### src/rtl/carrier_acq_if.sv
// Carrier acquisition controller bus: phase-detector input and restart in,
// coarse offset, loop controls and status out.
interface carrier_acq_if #(
  parameter int PD_W  = 27,
  parameter int OFS_W = 31
);
  logic                    restart;
  logic signed [PD_W-1:0]  pd;
  logic signed [OFS_W-1:0] freq_ofs;
  logic                    loop_clr;
  logic                    bw_narrow;
  logic                    locked;
  logic [1:0]              state;
  logic [PD_W-1:0]         pd_avg;

  modport master (
    output restart, pd,
    input  freq_ofs, loop_clr, bw_narrow, locked, state, pd_avg
  );

  modport slave (
    input  restart, pd,
    output freq_ofs, loop_clr, bw_narrow, locked, state, pd_avg
  );
endinterface

### src/rtl/carrier_acq_ctrl.sv
// Carrier-recovery acquisition sequencer: frequency sweep with cleared loop,
// wide-band pull-in, narrow-band tracking, judged on windowed average |pd|.
module carrier_acq_ctrl #(
  parameter int PD_W       = 27,
  parameter int OFS_W      = 31,
  parameter int SWEEP_STEP = 268435,
  parameter int SWEEP_MAX  = 2684355,
  parameter int DWELL      = 4096,
  parameter int WIN_LOG2   = 10,
  parameter int PULL_WINS  = 16,
  parameter int LOCK_CNT   = 4,
  parameter int UNLOCK_CNT = 4,
  parameter int LOCK_THR   = 2**20,
  parameter int UNLOCK_THR = 2**22
) (
  input  logic          clk,
  input  logic          rst,
  carrier_acq_if.slave  bus
);

  localparam int ACC_W = PD_W + WIN_LOG2;
  localparam int DW_W  = $clog2(DWELL + 1);
  localparam int CNT_W = 16;

  localparam logic [DW_W-1:0]  DWELL_LAST  = DW_W'(DWELL - 1);
  localparam logic [CNT_W-1:0] LOCK_LAST   = CNT_W'(LOCK_CNT - 1);
  localparam logic [CNT_W-1:0] UNLOCK_LAST = CNT_W'(UNLOCK_CNT - 1);
  localparam logic [CNT_W-1:0] PULL_LAST   = CNT_W'(PULL_WINS - 1);
  localparam logic [PD_W-1:0]  LOCK_THR_V   = PD_W'(LOCK_THR);
  localparam logic [PD_W-1:0]  UNLOCK_THR_V = PD_W'(UNLOCK_THR);
  localparam logic [OFS_W:0]   STEP_V = (OFS_W + 1)'(SWEEP_STEP);
  localparam logic [OFS_W:0]   MAX_V  = (OFS_W + 1)'(SWEEP_MAX);

  typedef enum logic [1:0] {
    ST_SWEEP  = 2'd0,
    ST_PULLIN = 2'd1,
    ST_LOCKED = 2'd2
  } state_t;

  state_t                  state_r;
  logic [DW_W-1:0]         dwell_cnt_r;
  logic [WIN_LOG2-1:0]     win_cnt_r;
  logic [ACC_W-1:0]        acc_r;
  logic [CNT_W-1:0]        good_cnt_r;
  logic [CNT_W-1:0]        bad_cnt_r;
  logic [CNT_W-1:0]        pull_cnt_r;
  logic [OFS_W-1:0]        mag_r;
  logic                    neg_r;
  logic signed [OFS_W-1:0] freq_ofs_r;
  logic                    loop_clr_r;
  logic                    bw_narrow_r;
  logic                    locked_r;
  logic [PD_W-1:0]         pd_avg_r;

  logic [PD_W-1:0]         pd_abs_s;
  logic [ACC_W-1:0]        acc_sum_s;
  logic [PD_W-1:0]         avg_s;
  logic                    win_end_s;
  logic                    good_win_s;
  logic                    bad_win_s;
  logic [OFS_W:0]          mag_plus_s;
  logic [OFS_W-1:0]        nxt_mag_s;
  logic                    nxt_neg_s;
  logic signed [OFS_W-1:0] nxt_ofs_s;

  // Two's-complement magnitude; the most negative code maps to 2^(PD_W-1) unsigned.
  function automatic logic [PD_W-1:0] abs_pd(input logic [PD_W-1:0] v);
    if (v[PD_W-1]) begin
      abs_pd = ~v + {{(PD_W-1){1'b0}}, 1'b1};
    end else begin
      abs_pd = v;
    end
  endfunction

  // Window accumulation and threshold classification of the completing window.
  always_comb begin
    pd_abs_s   = abs_pd(bus.pd);
    acc_sum_s  = acc_r + {{WIN_LOG2{1'b0}}, pd_abs_s};
    avg_s      = PD_W'(acc_sum_s >> WIN_LOG2);
    win_end_s  = (win_cnt_r == {WIN_LOG2{1'b1}});
    good_win_s = (avg_s < LOCK_THR_V);
    bad_win_s  = (avg_s > UNLOCK_THR_V);
  end

  // Next sweep point: 0, +S, -S, +2S, -2S, ... wrapping to 0 past SWEEP_MAX.
  always_comb begin
    mag_plus_s = {1'b0, mag_r} + STEP_V;
    nxt_mag_s  = mag_r;
    nxt_neg_s  = 1'b0;
    if (mag_r == {OFS_W{1'b0}}) begin
      if (STEP_V > MAX_V) begin
        nxt_mag_s = {OFS_W{1'b0}};
      end else begin
        nxt_mag_s = OFS_W'(STEP_V);
      end
    end else if (!neg_r) begin
      nxt_neg_s = 1'b1;
    end else if (mag_plus_s > MAX_V) begin
      nxt_mag_s = {OFS_W{1'b0}};
    end else begin
      nxt_mag_s = OFS_W'(mag_plus_s);
    end
    nxt_ofs_s = nxt_neg_s ? -$signed(nxt_mag_s) : $signed(nxt_mag_s);
  end

  // Sequencer: dwell, window decisions, lock/unlock and restart, with registered outputs.
  always_ff @(posedge clk or posedge rst) begin
    if (rst) begin
      state_r     <= ST_SWEEP;
      dwell_cnt_r <= {DW_W{1'b0}};
      win_cnt_r   <= {WIN_LOG2{1'b0}};
      acc_r       <= {ACC_W{1'b0}};
      good_cnt_r  <= {CNT_W{1'b0}};
      bad_cnt_r   <= {CNT_W{1'b0}};
      pull_cnt_r  <= {CNT_W{1'b0}};
      mag_r       <= {OFS_W{1'b0}};
      neg_r       <= 1'b0;
      freq_ofs_r  <= {OFS_W{1'b0}};
      loop_clr_r  <= 1'b1;
      bw_narrow_r <= 1'b0;
      locked_r    <= 1'b0;
      pd_avg_r    <= {PD_W{1'b0}};
    end else if (bus.restart) begin
      state_r     <= ST_SWEEP;
      dwell_cnt_r <= {DW_W{1'b0}};
      win_cnt_r   <= {WIN_LOG2{1'b0}};
      acc_r       <= {ACC_W{1'b0}};
      good_cnt_r  <= {CNT_W{1'b0}};
      bad_cnt_r   <= {CNT_W{1'b0}};
      pull_cnt_r  <= {CNT_W{1'b0}};
      mag_r       <= {OFS_W{1'b0}};
      neg_r       <= 1'b0;
      freq_ofs_r  <= {OFS_W{1'b0}};
      loop_clr_r  <= 1'b1;
      bw_narrow_r <= 1'b0;
      locked_r    <= 1'b0;
    end else begin
      case (state_r)
        ST_SWEEP: begin
          if (dwell_cnt_r == DWELL_LAST) begin
            state_r     <= ST_PULLIN;
            loop_clr_r  <= 1'b0;
            dwell_cnt_r <= {DW_W{1'b0}};
            win_cnt_r   <= {WIN_LOG2{1'b0}};
            acc_r       <= {ACC_W{1'b0}};
            good_cnt_r  <= {CNT_W{1'b0}};
            pull_cnt_r  <= {CNT_W{1'b0}};
          end else begin
            dwell_cnt_r <= dwell_cnt_r + DW_W'(1);
          end
        end
        ST_PULLIN: begin
          win_cnt_r <= win_cnt_r + WIN_LOG2'(1);
          if (win_end_s) begin
            acc_r    <= {ACC_W{1'b0}};
            pd_avg_r <= avg_s;
            // Lock wins over the pull-in window limit when both land together.
            if (good_win_s && (good_cnt_r == LOCK_LAST)) begin
              state_r     <= ST_LOCKED;
              locked_r    <= 1'b1;
              bw_narrow_r <= 1'b1;
              bad_cnt_r   <= {CNT_W{1'b0}};
              good_cnt_r  <= {CNT_W{1'b0}};
            end else if (pull_cnt_r == PULL_LAST) begin
              state_r     <= ST_SWEEP;
              mag_r       <= nxt_mag_s;
              neg_r       <= nxt_neg_s;
              freq_ofs_r  <= nxt_ofs_s;
              loop_clr_r  <= 1'b1;
              dwell_cnt_r <= {DW_W{1'b0}};
            end else begin
              good_cnt_r <= good_win_s ? (good_cnt_r + CNT_W'(1)) : {CNT_W{1'b0}};
              pull_cnt_r <= pull_cnt_r + CNT_W'(1);
            end
          end else begin
            acc_r <= acc_sum_s;
          end
        end
        ST_LOCKED: begin
          win_cnt_r <= win_cnt_r + WIN_LOG2'(1);
          if (win_end_s) begin
            acc_r    <= {ACC_W{1'b0}};
            pd_avg_r <= avg_s;
            if (bad_win_s && (bad_cnt_r == UNLOCK_LAST)) begin
              state_r     <= ST_SWEEP;
              mag_r       <= {OFS_W{1'b0}};
              neg_r       <= 1'b0;
              freq_ofs_r  <= {OFS_W{1'b0}};
              loop_clr_r  <= 1'b1;
              bw_narrow_r <= 1'b0;
              locked_r    <= 1'b0;
              dwell_cnt_r <= {DW_W{1'b0}};
              bad_cnt_r   <= {CNT_W{1'b0}};
            end else begin
              bad_cnt_r <= bad_win_s ? (bad_cnt_r + CNT_W'(1)) : {CNT_W{1'b0}};
            end
          end else begin
            acc_r <= acc_sum_s;
          end
        end
        default: begin
          state_r     <= ST_SWEEP;
          dwell_cnt_r <= {DW_W{1'b0}};
          loop_clr_r  <= 1'b1;
          bw_narrow_r <= 1'b0;
          locked_r    <= 1'b0;
        end
      endcase
    end
  end

  assign bus.state     = state_r;
  assign bus.freq_ofs  = freq_ofs_r;
  assign bus.loop_clr  = loop_clr_r;
  assign bus.bw_narrow = bw_narrow_r;
  assign bus.locked    = locked_r;
  assign bus.pd_avg    = pd_avg_r;

endmodule

### src/flat_wrapper.sv
// flat-port wrapper written by rule: the top's interface ports become plain ports
module carrier_acq_ctrl_flat 
#(
  parameter int PD_W       = 27,
  parameter int OFS_W      = 31,
  parameter int SWEEP_STEP = 268435,
  parameter int SWEEP_MAX  = 2684355,
  parameter int DWELL      = 4096,
  parameter int WIN_LOG2   = 10,
  parameter int PULL_WINS  = 16,
  parameter int LOCK_CNT   = 4,
  parameter int UNLOCK_CNT = 4,
  parameter int LOCK_THR   = 2**20,
  parameter int UNLOCK_THR = 2**22
)
  (clk, rst, bus_restart, bus_pd, bus_freq_ofs, bus_loop_clr, bus_bw_narrow, bus_locked, bus_state, bus_pd_avg);
  carrier_acq_if #(.PD_W(PD_W), .OFS_W(OFS_W)) bus_i ();
  input  logic clk;
  input  logic rst;
  input wire logic [$bits(bus_i.restart)-1:0] bus_restart;
  input wire logic [$bits(bus_i.pd)-1:0] bus_pd;
  output wire logic [$bits(bus_i.freq_ofs)-1:0] bus_freq_ofs;
  output wire logic [$bits(bus_i.loop_clr)-1:0] bus_loop_clr;
  output wire logic [$bits(bus_i.bw_narrow)-1:0] bus_bw_narrow;
  output wire logic [$bits(bus_i.locked)-1:0] bus_locked;
  output wire logic [$bits(bus_i.state)-1:0] bus_state;
  output wire logic [$bits(bus_i.pd_avg)-1:0] bus_pd_avg;
  assign bus_i.restart = bus_restart;
  assign bus_i.pd = bus_pd;
  assign bus_freq_ofs = bus_i.freq_ofs;
  assign bus_loop_clr = bus_i.loop_clr;
  assign bus_bw_narrow = bus_i.bw_narrow;
  assign bus_locked = bus_i.locked;
  assign bus_state = bus_i.state;
  assign bus_pd_avg = bus_i.pd_avg;
  carrier_acq_ctrl #(.PD_W(PD_W), .OFS_W(OFS_W), .SWEEP_STEP(SWEEP_STEP), .SWEEP_MAX(SWEEP_MAX), .DWELL(DWELL), .WIN_LOG2(WIN_LOG2), .PULL_WINS(PULL_WINS), .LOCK_CNT(LOCK_CNT), .UNLOCK_CNT(UNLOCK_CNT), .LOCK_THR(LOCK_THR), .UNLOCK_THR(UNLOCK_THR)) u_core (.clk(clk), .rst(rst), .bus(bus_i));
endmodule
### config.mk
export PLATFORM = sky130hd
export DESIGN_NAME = carrier_acq_ctrl_flat
export DESIGN_NICKNAME = d
export VERILOG_FILES = /design/src/rtl/carrier_acq_if.sv /design/src/rtl/carrier_acq_ctrl.sv /design/src/flat_wrapper.sv
export SDC_FILE = /design/constraint.sdc
export NUM_CORES = 1
export LEC_CHECK = 0
export BUFFER_PORTS_ARGS = -buffer_cell sky130_fd_sc_hd__buf_4
export CAP_MARGIN = 20
export CORE_MARGIN = 2
export CORE_UTILIZATION = 59
export DETAILED_ROUTE_END_ITERATION = 12
export HOLD_SLACK_MARGIN = 0.15
export PLACE_DENSITY = 0.78
export SLEW_MARGIN = 30
export SYNTH_ARGS = -nofsm -noshare
export SYNTH_HDL_FRONTEND = slang
export SYNTH_SLANG_ARGS = --single-unit
### constraint.sdc
create_clock -name clk -period 16.28 [get_ports clk]
set_input_delay 2.442 -clock clk [delete_from_list [all_inputs] [get_ports clk]]
set_output_delay 2.442 -clock clk [all_outputs]
set_load 0.01 [all_outputs]
# ---- Word-level counts from Yosys, hierarchy flattened
# Cells that the tools add are included.
# W data, S select, Z words.
dict set report word_totals {
  wordCells 143
  out_inout_bits 63
  register_bits 202
}
dict set report classes {
  addsub 9
  n_reduce_logical 18
  eq_ne 18
  magnitude_cmp 3
  n_mux 80
  bitwise_logic 2
}
# cell n
set ops {}
lappend ops {{$mux W31} 14}
lappend ops {{$mux W16} 16}
lappend ops {{$pmux W31 S2} 2}
lappend ops {{$mux W37} 3}
lappend ops {{$pmux W16 S2} 3}
lappend ops {{$mux W13} 7}
lappend ops {{$pmux W37 S2} 1}
lappend ops {{$add A16 B1 Y16 const B} 3}
lappend ops {{$pmux W13 S3} 1}
lappend ops {{$add A37 B27 Y37} 1}
lappend ops {{$add A31 B19 Y32 const B} 1}
lappend ops {{$eq A16 B2 Y1 const B} 2}
lappend ops {{$gt A32 B22 Y1 const B} 1}
lappend ops {{$logic_not A31 Y1} 1}
lappend ops {{$neg A31 Y31} 1}
lappend ops {{$add A27 B1 Y27 const B} 1}
lappend ops {{$gt A27 B23 Y1 const B} 1}
lappend ops {{$lt A27 B21 Y1 const B} 1}
lappend ops {{$mux W27} 1}
lappend ops {{$not A27 Y27} 1}
lappend ops {{$mux W10} 2}
lappend ops {{$pmux W10 S2} 1}
lappend ops {{$reduce_and A5 Y1} 4}
lappend ops {{$mux W1} 18}
lappend ops {{other kinds (25)} 43}

# ---- Depth between registers and ports, before layout
# Gate-level depths: netlist (run 1).
dict set report logic_depth {
  ltp_word 12
  mapped_depth 26
  mapped_depth_nobuf 22
}

# ---- Worst setup path before layout (run 1)
# OpenSTA, ideal clock, no wires.
dict set report synth_timing {
  path_type {input -> register}
  startpoint {input port bus_pd[4]}
  endpoint {register u_core.mag_r[14]}
  stages 23
  t_arrival_ps 7670
  setup_time_ps 96
  n_path_buf 2
  slack_ps 8514
  cell_sequence {or3_1 -> nor3_1 -> nand3_1 -> or2_2 -> nand2b_1 -> o41ai_1 -> xnor2_1 -> ha_1 -> a21o_1 -> a21o_1 -> a22oi_2 -> a21oi_1 -> or3_4 -> a21oi_2 -> xnor2_1 -> or4_1 -> or4_1 -> and3_4 -> o221ai_4 -> buf_6 -> buf_6 -> nand2_1 -> o31ai_1}
}
dict set report synth_via {
  elab_chain_len 8
  word_cells_on_any_way 11
  classes_between {2 x add/sub; 2 x order compare; 2 x eq/ne; 1 x mux; 1 x bitwise; 3 x reduce/logical}
}
# element line_no
set synth_rtl {}
lappend synth_rtl {{start: declaration} flat_wrapper.sv:21} ;# input wire logic [$bits(bus_i.pd)-1:0] bus_pd;
lappend synth_rtl {{$not A27 Y27} carrier_acq_ctrl.sv:69} ;# abs_pd = ~v + {{(PD_W-1){1'b0}}, 1'b1};
lappend synth_rtl {{$add A27 B1 Y27} carrier_acq_ctrl.sv:69}
lappend synth_rtl {{$mux W27 (*)} carrier_acq_ctrl.sv:68} ;# if (v[PD_W-1]) begin
lappend synth_rtl {{$add A37 B27 Y37 (*)} carrier_acq_ctrl.sv:78} ;# acc_sum_s = acc_r + {{WIN_LOG2{1'b0}}, pd_abs_s};
lappend synth_rtl {{$gt A27 B23 Y1 / $lt A27 B21 Y1 (equally long branches)} {carrier_acq_ctrl.sv:82, carrier_acq_ctrl.sv:81}}
lappend synth_rtl {{$logic_and A1 B1 Y1 (on tied branches)} {carrier_acq_ctrl.sv:184, carrier_acq_ctrl.sv:158}}
lappend synth_rtl {{$ne A3 B2 Y1 (no source line) / $ne A3 B3 Y1 (equally long branches)} -}
lappend synth_rtl {{$reduce_and A6 Y1 (no source line) (*)} -}
lappend synth_rtl {{end signal: assignment} carrier_acq_ctrl.sv:116} ;# mag_r <= {OFS_W{1'b0}};
lappend synth_rtl {{end signal: assignment} carrier_acq_ctrl.sv:131} ;# mag_r <= {OFS_W{1'b0}};
lappend synth_rtl {{end signal: assignment} carrier_acq_ctrl.sv:186} ;# mag_r <= {OFS_W{1'b0}};
lappend synth_rtl {{end: declaration} carrier_acq_ctrl.sv:47} ;# logic [OFS_W-1:0] mag_r;
# Every way passes the cells marked *; elsewhere a longest branch is shown, timed or not.
# A chain may end at the register's enable or synchronous reset.

# ---- Worst setup path after layout (run 1)
dict set report layout_timing {
  startpoint {input port bus_pd[4]}
  endpoint {register u_core.bad_cnt_r[10]}
}
dict set report layout_via {
  elab_chain_len 10
  word_cells_on_any_way 15
  classes_between {2 x add/sub; 2 x order compare; 1 x eq/ne; 6 x mux; 1 x bitwise; 3 x reduce/logical}
}
# element line_no
set layout_rtl {}
lappend layout_rtl {{$not A27 Y27} carrier_acq_ctrl.sv:69}
lappend layout_rtl {{$add A27 B1 Y27} carrier_acq_ctrl.sv:69}
lappend layout_rtl {{$mux W27 (*)} carrier_acq_ctrl.sv:68}
lappend layout_rtl {{$add A37 B27 Y37 (*)} carrier_acq_ctrl.sv:78}
lappend layout_rtl {{$gt A27 B23 Y1} carrier_acq_ctrl.sv:82} ;# bad_win_s = (avg_s > UNLOCK_THR_V);
lappend layout_rtl {{$mux W16 / $logic_and A1 B1 Y1 (equally long branches)} {carrier_acq_ctrl.sv:195, carrier_acq_ctrl.sv:184}}
lappend layout_rtl {{$mux W16} carrier_acq_ctrl.sv:184} ;# if (bad_win_s && (bad_cnt_r == UNLOCK_LAST)) begin
lappend layout_rtl {{$mux W16} carrier_acq_ctrl.sv:181} ;# if (win_end_s) begin
lappend layout_rtl {{$pmux W16 S2} carrier_acq_ctrl.sv:138} ;# case (state_r)
lappend layout_rtl {{$mux W16} carrier_acq_ctrl.sv:123} ;# end else if (bus.restart) begin
lappend layout_rtl {{end signal: assignment} carrier_acq_ctrl.sv:129} ;# bad_cnt_r <= {CNT_W{1'b0}};
lappend layout_rtl {{end signal: assignment} carrier_acq_ctrl.sv:193} ;# bad_cnt_r <= {CNT_W{1'b0}};
lappend layout_rtl {{end signal: assignment} carrier_acq_ctrl.sv:195} ;# bad_cnt_r <= bad_win_s ? (bad_cnt_r + CNT_W'(1)) : {CNT_W{1'b0}};
lappend layout_rtl {{end: declaration} carrier_acq_ctrl.sv:45} ;# logic [CNT_W-1:0] bad_cnt_r;
# Every way passes the cells marked *; elsewhere a longest branch is shown, timed or not. The select of a mux whose other input is x is not followed.

==> impl_metrics.yaml, run 1 <==
routing:
  routed-wl-met3_mm: 2.11
  wl_per_cell_um: 17.9
  met2_length_mm: 18.0
  vias_per_cell: 6.29
  drt_iter0_markers: 1011
  wl_met1_mm: 16.3
  vias: 13100
  ant_nets: 0
  top_layer_used: "met4"
  dr.pass1.iters: 5
  drc_errors: 0
  wl_mm: 37.4
sta:
  tns_ns: 0
  setup_viol: 0
  holdWs_ns: 0.485
  drv_slew: 0
  fmax_mhz: 117
  rsz0062_at_grt: "no"
  worst_slew_pin_slew_ns: 1.00
  setup_slack_ns: 7.72
  hold_viol_final: 0
  slew_headroom_pct: 32.9
  min_period_over_period_pct: 52.6
  finClkSkew_ns: 0.0119
  period_needed_ns: 8.56
grt:
  antenna_found_initial: 0
  grt.total_usage_pct: 30.0
  overflow: 0
  grt_pass1_vias: 12300
  grt_pass1_wl_mm: 61.5
  grt_start_max_net_pins: 128
placed_design:
  dp_hpwl_mm: 26.3
  post_dp_cell_area_um2: 14800
  port_buffers: 92
  gp_congestion: 0.946
  post-place-ws_ns: 7.22
run:
  cap_violations: 0
pwr:
  leakage_nw: 7.01
  totalPowerFinal_mw: 1.56
  power_density_nw_per_um2: 100
  ir_worst_vdd_mv: 0.0904
critical_path:
  r2r-start: "u_core.bus.freq_ofs[0]"
  startpoint_type: "input pin"
  worstPathArrival_ns: 8.93
  cp.required_ns: 16.65
  critPathTopFamily: "simple AND/OR/NAND/NOR gates"
  slowest_stage: "or2_0"
  crit_path_end_kind: "flip-flop"
  crit_buf_inv: 1
  critPathKind: "in2reg"
  critical_path_cell_count: 21
  worstSetupStartpoint: "bus_pd[4]"
  reg2reg_depth: 20
  max_stage_delay_ns: 0.65
  critical_path.cell_chain: "buf_4 > or3_1 > nor3_1 > nand3_1 > or2_2 > nand2b_1 > o41ai_1 > xnor2_1 > ha_1 > a21o_1 > a21o_1 > a22oi_2 > a21oi_1 > or3_4 > a21oi_2 > xnor2_1 > or4_1 > or4_1 > nand3_1 > or2_0 > o21ai_0"
  critPathMaxFanout: 16
floorplan:
  rows: 56
  ios: 93
  initial_core_util_pct: 60.0
  fp.dieW_um: 159
  die-height_um: 159
  die_area_um2: 25100
  core_um2: 23500
logic_synthesis:
  ys_types: 91
  ys_seq_elements: 201
  synth_edf_count: 0
  syn-instance-count: 1738
  ys_async_sr_fraction_pct: 100
  synth_ff_type: "dfrtp_1"
  syn_nets: 1810
  yosysSeqAreaShare_pct: 35.7
  avgSynthCellArea_um2: 8.10
  syn-cell-area_um2: 14100
  yosysWarnings: 0
worst_hold_path:
  hold_start: "u_core.bus.pd_avg[3]"
  min_delay_path_depth: 2
  hp-class: "reg2reg"
clocking:
  clk_path_buf_depth: 3
  cts_resized: 0
  cts.sinks: 201
  htreeDepth: 1
  cts_hold_buf: 0
  post_cts_buffers: 0
  numCtsBuffers: 23
  cts_tree: "yes"
  clk_latency_ns: 0.52
  root_buffer: "clkbuf_16"
  clk_pin_slew_worst_paths_ns: 0.06
cells_and_area:
  fin_area_um2: 15600
  antennaDiodeCount: 0
  area_growth_pct: 10.9
  layout_common_cells: "o21ai_0 (239), nand2_1 (216), dfrtp_1 (200)"
  nNetsFinal: 1827
  layout_commonest_cell: "o21ai_0"
  layout-drive-gt1-share_pct: 10.9
outcome:
  status: "finished clean"
-- power breakdown --
group          switching [mW]  internal (mW)
logic                   0.297          0.156
clock network           0.213          0.341
registers              0.0234          0.533
-- tightest hold or removal path: stages, from the launching register on --
cell	delay [ns]
dfrtp_1	0.35
nand2_1	0.05
o21ai_0	0.06
-- area by class of cell --
type | instances | area (um^2)
fillers | 1969 | 7850
well taps | 319 | 399
clock inverters | 15 | 188
inverters | 38 | 155
flip-flops and latches | 201 | 5030
repair buffers | 104 | 785
multi-input cells | 1387 | 8440
clock buffers | 27 | 631
-- Yosys cell counts (all sizes together), types with 21 or more instances --
| library cell | count | area (um^2) |
|---|---|---|
| o21ai | 263 | 1320 |
| nand2 | 217 | 815 |
| dfrtp | 200 | 5000 |
| nor2 | 146 | 548 |
| a21oi | 76 | 399 |
| clkbuf | 67 | 253 |
| xnor2 | 60 | 526 |
| nand3 | 56 | 280 |
| and3 | 54 | 343 |
| nand2b | 46 | 288 |
| buf | 45 | 264 |
| xor2 | 42 | 368 |
| ha | 41 | 513 |
| inv | 37 | 139 |
| o31ai | 37 | 278 |
| nor3 | 34 | 175 |
| a21o | 22 | 165 |
| nor2b | 22 | 138 |
| nor4 | 22 | 150 |
| nand4 | 21 | 138 |
-- logic make-up after synthesis --
logic type / after synthesis / share of synthesized area, %
xor gates and xnor gates: 102 / 6.34
AOI/OAI and AO/OA: 529 / 23.7
DFF: 201 / 35.7
and+or+nand+nor: 699 / 24.7
adders and majority gates: 42 / 3.78
buffers and inverters: 150 / 4.68
muxes: 15 / 1.13
-- state kept, by name, summed over array words and instances, names as in the netlist --
register	count
u_core.acc_r	37
u_core.bad_cnt_r	16
u_core.bus.bw_narrow	1
u_core.bus.freq_ofs	31
u_core.bus.loop_clr	1
u_core.bus.pd_avg	27
u_core.bus.state	2
u_core.dwell_cnt_r	13
u_core.good_cnt_r	16
u_core.mag_r	30
u_core.neg_r	1
u_core.pull_cnt_r	16
u_core.win_cnt_r	10
-- path summary, 6_finish.rpt --
check / endpoint / slack, ns
worst max-delay path: u_core.bad_cnt_r[10] / 7.72
worst min-delay path: u_core.bus.pd_avg[3] / 0.49
worst max register to register: u_core.bus.freq_ofs[28] / 9.74
worst min register to register: u_core.bus.pd_avg[3] / 0.49
max in group asynchronous: u_core.acc_r[18] / 13.14
min in group asynchronous: u_core.pull_cnt_r[13] / 1.98
-- metal layers --
layer / vias up / global-route usage [%]
met2: 430 / 49.3
met1: 6364 / 42.0
li1: 6272 / -
met4: 0 / 9.65
met3: 77 / 2.97
met5: - / 0
-- stage by stage --
step	instances	utilization (%)
3_5_place_dp	2049	63.0
2_1_floorplan	1738	-
4_1_cts	2091	66.5
6_report	2091	66.6
5_1_grt	2091	66.6
3_3_place_gp	2049	63.0
Note: power is estimated with default switching activity, not from simulation.
==> run 2: changes to the inputs <==
--- a/config.mk
+++ b/config.mk
@@ -8,7 +8,7 @@
 export BUFFER_PORTS_ARGS = -buffer_cell sky130_fd_sc_hd__buf_4
 export CAP_MARGIN = 20
 export CORE_MARGIN = 2
-export CORE_UTILIZATION = 59
+export CORE_UTILIZATION = 56
 export DETAILED_ROUTE_END_ITERATION = 12
 export HOLD_SLACK_MARGIN = 0.15
 export PLACE_DENSITY = 0.78
==> constraint.sdc (replaced) <==
create_clock -name clk -period 7.7 [get_ports clk]
set_input_delay 1.155 -clock clk [delete_from_list [all_inputs] [get_ports clk]]
set_output_delay 1.155 -clock clk [all_outputs]
set_load 0.01 [all_outputs]
==> run 2 against run 1 <==
  * Utilization fell by 3.7 points
  * Worst setup slack worse by 6.8 ns
  * Count of clock-buffer cells in the layout rose by 2
  * Register-to-register slack worse by 8.4 ns
  * First-iteration DRC count increased by 0.20%
  * Die area grew 5.2%
  * Critical path depth increased by 2
  * Clock power grew 110%
  * Via count grew 0.68%
  * Clock skew increased by 0.0015 ns
  * Cell count rose by 0.81%
  * Non-clock buffer count up 9
  * Critical path type unchanged
==> impl_metrics.yaml, run 2 (same netlist as run 1, synthesis figures left out) <==
sta:
  setup_viol: 0
  fmax_mhz: 147
  rsz0062_at_grt: "no"
  drv_slew: 0
  worst_slew_pin_slew_ns: 0.968
  tns_ns: 0
  min_period_over_period_pct: 88.6
  finClkSkew_ns: 0.0134
  slew_headroom_pct: 35.2
  period_needed_ns: 6.82
  hold_viol_final: 0
grt:
  overflow: 0
  grt_pass1_vias: 12600
  grt_start_max_net_pins: 132
  antenna_found_initial: 0
  grt_pass1_wl_mm: 62.6
  grt.total_usage_pct: 28.5
cells_and_area:
  register_area_um2: 5030
  multi_input_area_um2: 8420
  antennaDiodeCount: 0
  area_growth_pct: 11.5
  nNetsFinal: 1835
  largest_reg_flops: 37
  n_fill_cell: 2101
  layout_common_cells: "o21ai_0 (239), nand2_1 (216), dfrtp_1 (200)"
  instances_no_fill: 2108
  largest_register: "u_core.acc_r"
  layout_commonest_cell: "o21ai_0"
  fin_area_um2: 15700
  layout-drive-gt1-share_pct: 11.0
floorplan:
  core_um2: 25000
  die_area_um2: 26400
  initial_core_util_pct: 56.4
  fp.dieW_um: 163
  die-height_um: 163
  rows: 58
  ios: 93
critical_path:
  reg2reg_depth: 20
  startpoint_type: "input pin"
  r2r_setup_slack_ns: 1.31
  critPathMaxFanout: 39
  worstPathArrival_ns: 7.24
  r2r-start: "u_core.bus.freq_ofs[0]"
  cp.required_ns: 8.11
  critPathKind: "in2reg"
  worstReg2RegEnd: "u_core.bus.freq_ofs[28]"
  crit_path_end_kind: "flip-flop"
run:
  cap_violations: 0
routing:
  dr.pass1.iters: 5
  vias: 13200
  wl_mm: 38.2
  vias_per_cell: 6.28
  drc_errors: 0
  drt_iter0_markers: 1013
  ant_nets: 0
  wl_per_cell_um: 18.1
pwr:
  ir_worst_vdd_mv: 0.180
  leakage_nw: 7.04
  totalPowerFinal_mw: 3.32
  power_density_nw_per_um2: 211
clocking:
  clk_pin_slew_worst_paths_ns: 0.06
  cts_resized: 0
  cts_tree: "yes"
  cts_hold_buf: 0
  clk_path_buf_depth: 3
  numCtsBuffers: 22
  htreeDepth: 1
  cts.sinks: 201
  post_cts_buffers: 0
  clk_latency_ns: 0.52
  root_buffer: "clkbuf_16"
worst_hold_path:
  hp-class: "reg2reg"
  holdPathEnd: "u_core.bus.pd_avg[8]"
  min_delay_path_depth: 2
  hold_start: "u_core.bus.pd_avg[8]"
placed_design:
  gp_congestion: 0.901
  dp_hpwl_mm: 26.6
  port_buffers: 92
  post_dp_cell_area_um2: 14900
  place_inst: 2069
outcome:
  status: "finished clean"
[run 2: cell types whose count changed in the layout (fill, tap and decap cells not counted), sizes merged]
cell / delta
bufinv: +1
buf: +9
clkbuf: +2
inv: -1
clkinvlp: +1
clkinv: -6
[run 2: worst max-delay path, stage by stage]
cell,delay [ns]
buf_4,0.12
or3_1,0.40
nor3_1,0.33
nand3_1,0.20
or2_2,0.37
nand2b_1,0.21
o41ai_1,0.35
xnor2_1,0.18
ha_1,0.33
a21o_1,0.19
a21o_1,0.19
a22oi_2,0.20
a21oi_1,0.11
or3_4,0.40
a21oi_2,0.23
xnor2_1,0.12
or4_1,0.55
or4_1,0.61
and3_4,0.22
o221ai_4,0.34
buf_12,0.26
nand2_1,0.07
o31ai_1,0.08
[run 2: layer usage]
metal | vias to the layer above | part of all wire, % | global-route usage, %
met5 | - | 0 | 0
met4 | 0 | 2.8 | 9.21
met3 | 90 | 5.3 | 2.93
met2 | 468 | 49 | 49.0
met1 | 6385 | 43 | 38.1
li1 | 6290 | - | -
[run 2: how the worst max path moves through the flow]
| stage | end | cells past startpoint | start | slack [ns] |
|---|---|---|---|---|
| floorplan | u_core.acc_r[0] | 1 | rst | 1.06 |
| global placement | u_core.mag_r[11] | 23 | bus_pd[4] | 0.58 |
| detailed placement | u_core.mag_r[11] | 23 | bus_pd[4] | 0.39 |
| CTS | u_core.mag_r[5] | 23 | bus_pd[4] | 0.93 |
| global route | u_core.mag_r[11] | 23 | bus_pd[4] | 0.52 |
| finish | u_core.mag_r[5] | 23 | bus_pd[4] | 0.88 |
[run 2: area by class of cell]
class	instances	area share (%)
clock buffers	29	3.93
well taps	330	2.63
clock inverters	10	1.24
repair buffers	113	5.51
multi-input cells	1387	53.7
inverters	38	0.988
flip-flops and latches	201	32.1
[run 2: power by group]
group          switching, mW  internal [mW]
combinational          0.616          0.336
clock                  0.457          0.733
sequential            0.0485           1.13
[run 2: through the flow]
step | hold WS, ns | worst slack [ns] | utilization (%)
after floorplan | 0.446 | 1.06 | -
after global placement | 0.468 | 0.583 | 59.6
after detailed placement | 0.471 | 0.395 | 59.6
after CTS | 0.488 | 0.928 | 62.8
after global routing | 0.504 | 0.516 | 62.9
final | 0.483 | 0.877 | 62.9
==> run 3: changes to the inputs <==
--- a/config.mk
+++ b/config.mk
@@ -12,6 +12,7 @@
 export DETAILED_ROUTE_END_ITERATION = 12
 export HOLD_SLACK_MARGIN = 0.15
 export PLACE_DENSITY = 0.78
+export RECOVER_POWER = 100
 export SLEW_MARGIN = 30
 export SYNTH_ARGS = -nofsm -noshare
 export SYNTH_HDL_FRONTEND = slang
==> run 3 against run 2 <==
  * The flow now finishes with violations (capacitance limit, slew limit)
  * Non-clock buffer count unchanged
  * Die area stayed put
  * Sequential share of layout area increased by 0.63 points
  * Utilization shrank 1.2 points
  * Sequential power is essentially flat
  * Register-to-register slack is essentially flat
  * Combinational power fell by 2%
  * Highest routed layer unchanged
  * Worst setup slack got worse by 0.19 ns
  * Total power decreased by 0.74%
==> impl_metrics.yaml, run 3 (same netlist as run 1, synthesis figures left out) <==
critical_path:
  cp.required_ns: 8.11
  crit_path_end_kind: "flip-flop"
  crit_buf_inv: 2
  critPathKind: "in2reg"
  r2r_setup_slack_ns: 1.32
  startpoint_type: "input pin"
  max_stage_delay_ns: 0.61
  critPathTopFamily: "simple AND/OR/NAND/NOR gates"
  critPathMaxFanout: 39
  critical_path.cell_chain: "clkbuf_1 > or3_1 > nor3_1 > nand3_1 > or2_2 > nand2b_1 > o41ai_1 > xnor2_1 > ha_1 > a21o_1 > a21o_1 > a22oi_1 > a21oi_1 > or3_1 > a21oi_1 > xnor2_1 > or4_1 > or4_1 > and3_1 > o221ai_4 > buf_12 > nand2_1 > o31ai_1"
  slowest_stage: "or4_1"
  worstPathArrival_ns: 7.42
pwr:
  power_density_nw_per_um2: 214
  p_switching_mw: 1.11
  netSwitchingFraction_pct: 33.7
  ir_worst_vdd_mv: 0.179
  pwr-share-comb_pct: 28.3
  intPower_mw: 2.18
  p_clk_share_pct: 36.0
  leakage_nw: 6.74
  power_frac_seq_pct: 35.7
  totalPowerFinal_mw: 3.29
clocking:
  htreeDepth: 1
  numCtsBuffers: 22
  cts_resized: 0
  root_buffer: "clkbuf_16"
  clk_latency_ns: 0.52
  clk_path_buf_depth: 3
  cts_hold_buf: 0
  clk_pin_slew_worst_paths_ns: 0.06
  cts_tree: "yes"
  post_cts_buffers: 0
  cts.sinks: 201
routing:
  drc_errors: 0
  drt_iter0_markers: 867
  vias_per_cell: 6.27
  dr.pass1.iters: 5
  vias: 13200
  ant_nets: 0
  wl_mm: 38.2
  wl_per_cell_um: 18.1
placed_design:
  post-place-ws_ns: 0.395
  post_dp_cell_area_um2: 14900
  gp_congestion: 0.901
  dp_hpwl_mm: 26.6
  port_buffers: 92
sta:
  fmax_mhz: 143
  min_period_over_period_pct: 91.1
  period_needed_ns: 7.01
  finClkSkew_ns: 0.0131
  worst_slew_pin_slew_ns: 4.89
  slew_headroom_pct: -226
  setup_viol: 0
  tns_ns: 0
  drv_slew: 253
  rsz0062_at_grt: "no"
  hold_viol_final: 0
  setup_slack_ns: 0.687
cells_and_area:
  largest_register: "u_core.acc_r"
  antennaDiodeCount: 0
  layout-drive-gt1-share_pct: 6.64
  largest_reg_flops: 37
  register_area_um2: 5030
  layout_commonest_cell: "o21ai_0"
  layout_common_cells: "o21ai_0 (259), nand2_1 (216), dfrtp_1 (200)"
  nNetsFinal: 1835
  area_growth_pct: 9.29
  multi_input_area_um2: 8390
  fin_area_um2: 15400
  n_fill_cell: 2183
  final_core_util_pct: 61.7
outcome:
  status: "finished with violations"
  violations: "capacitance limit, slew limit"
worst_hold_path:
  hp-class: "reg2reg"
run:
  cap_violations: 3
grt:
  grt.total_usage_pct: 28.5
  overflow: 0
  grt_pass1_vias: 12600
  antenna_found_initial: 0
  grt_pass1_wl_mm: 62.6
  grt_start_max_net_pins: 132
floorplan:
  initial_core_util_pct: 56.4
  die-height_um: 163
  ios: 93
  die_area_um2: 26400
  fp.dieW_um: 163
  core_um2: 25000
  rows: 58
==> run 3: changes by cell type in the layout (fill, tap and decap cells not counted), moves of 20 or more <==
cell | previous run | this run
buf_4 | 111 | 42
clkbuf_1 | 3 | 71
o21ai_0 | 239 | 259
o21ai_1 | 24 | 4
==> run 3: worst paths after layout <==
kind / start / depth (start not counted) / end
setup / recovery: bus_pd[4] / 23 / u_core.mag_r[5]
hold / removal: u_core.bus.pd_avg[8] / 2 / u_core.bus.pd_avg[8]
setup reg to reg: u_core.bus.freq_ofs[0] / 20 / u_core.bus.freq_ofs[28]
hold reg to reg: u_core.bus.pd_avg[8] / 2 / u_core.bus.pd_avg[8]
max in group asynchronous: rst / 3 / u_core.bus.pd_avg[4]
min in group asynchronous: rst / 2 / u_core.mag_r[28]
==> run 3: worst reg2reg max path, delay by kind of cell, from the launching register on <==
family / cells / cell delay, ns
fa+ha+maj: 2 / 0.55
flops: 1 / 0.58
buf+inv: 1 / 0.15
compound gates: 7 / 2.05
simple gates: 9 / 2.71
xor+xnor: 1 / 0.19
==> run 3: area by class of cell <==
cell class | count | share of cell area, %
inverters | 38 | 0.927
multi-input cells | 1387 | 54.5
well taps | 330 | 2.68
repair buffers | 113 | 3.92
flip-flops and latches | 201 | 32.7
clock inverters | 10 | 1.26
clock buffers | 29 | 4.01
==> run 3: per-stage QoR <==
step	cells	hold WS (ns)
floorplan	1738	0.446
global placement	2069	0.468
detailed placement	2069	0.471
CTS	2108	0.488
global route	2108	0.494
finish	2108	0.481
==> run 3: power by group through the flow <==
stage               sequential, mW  combinational (mW)  clock [mW]
global placement              1.19               0.914           0
CTS                           1.17               0.943        1.20
detailed placement            1.19               0.932           0
global route                  1.18                1.04        1.24
floorplan                     1.18               0.699           0
finish                        1.17               0.932        1.18
==> run 3: per-layer routing <==
layer	share of wire [%]	vias to the layer above	global-route usage [%]
met4	2.8	0	9.21
met2	49	497	49.0
li1	-	6282	-
met5	0	-	0
met1	43	6342	38.1
met3	5.6	89	2.93
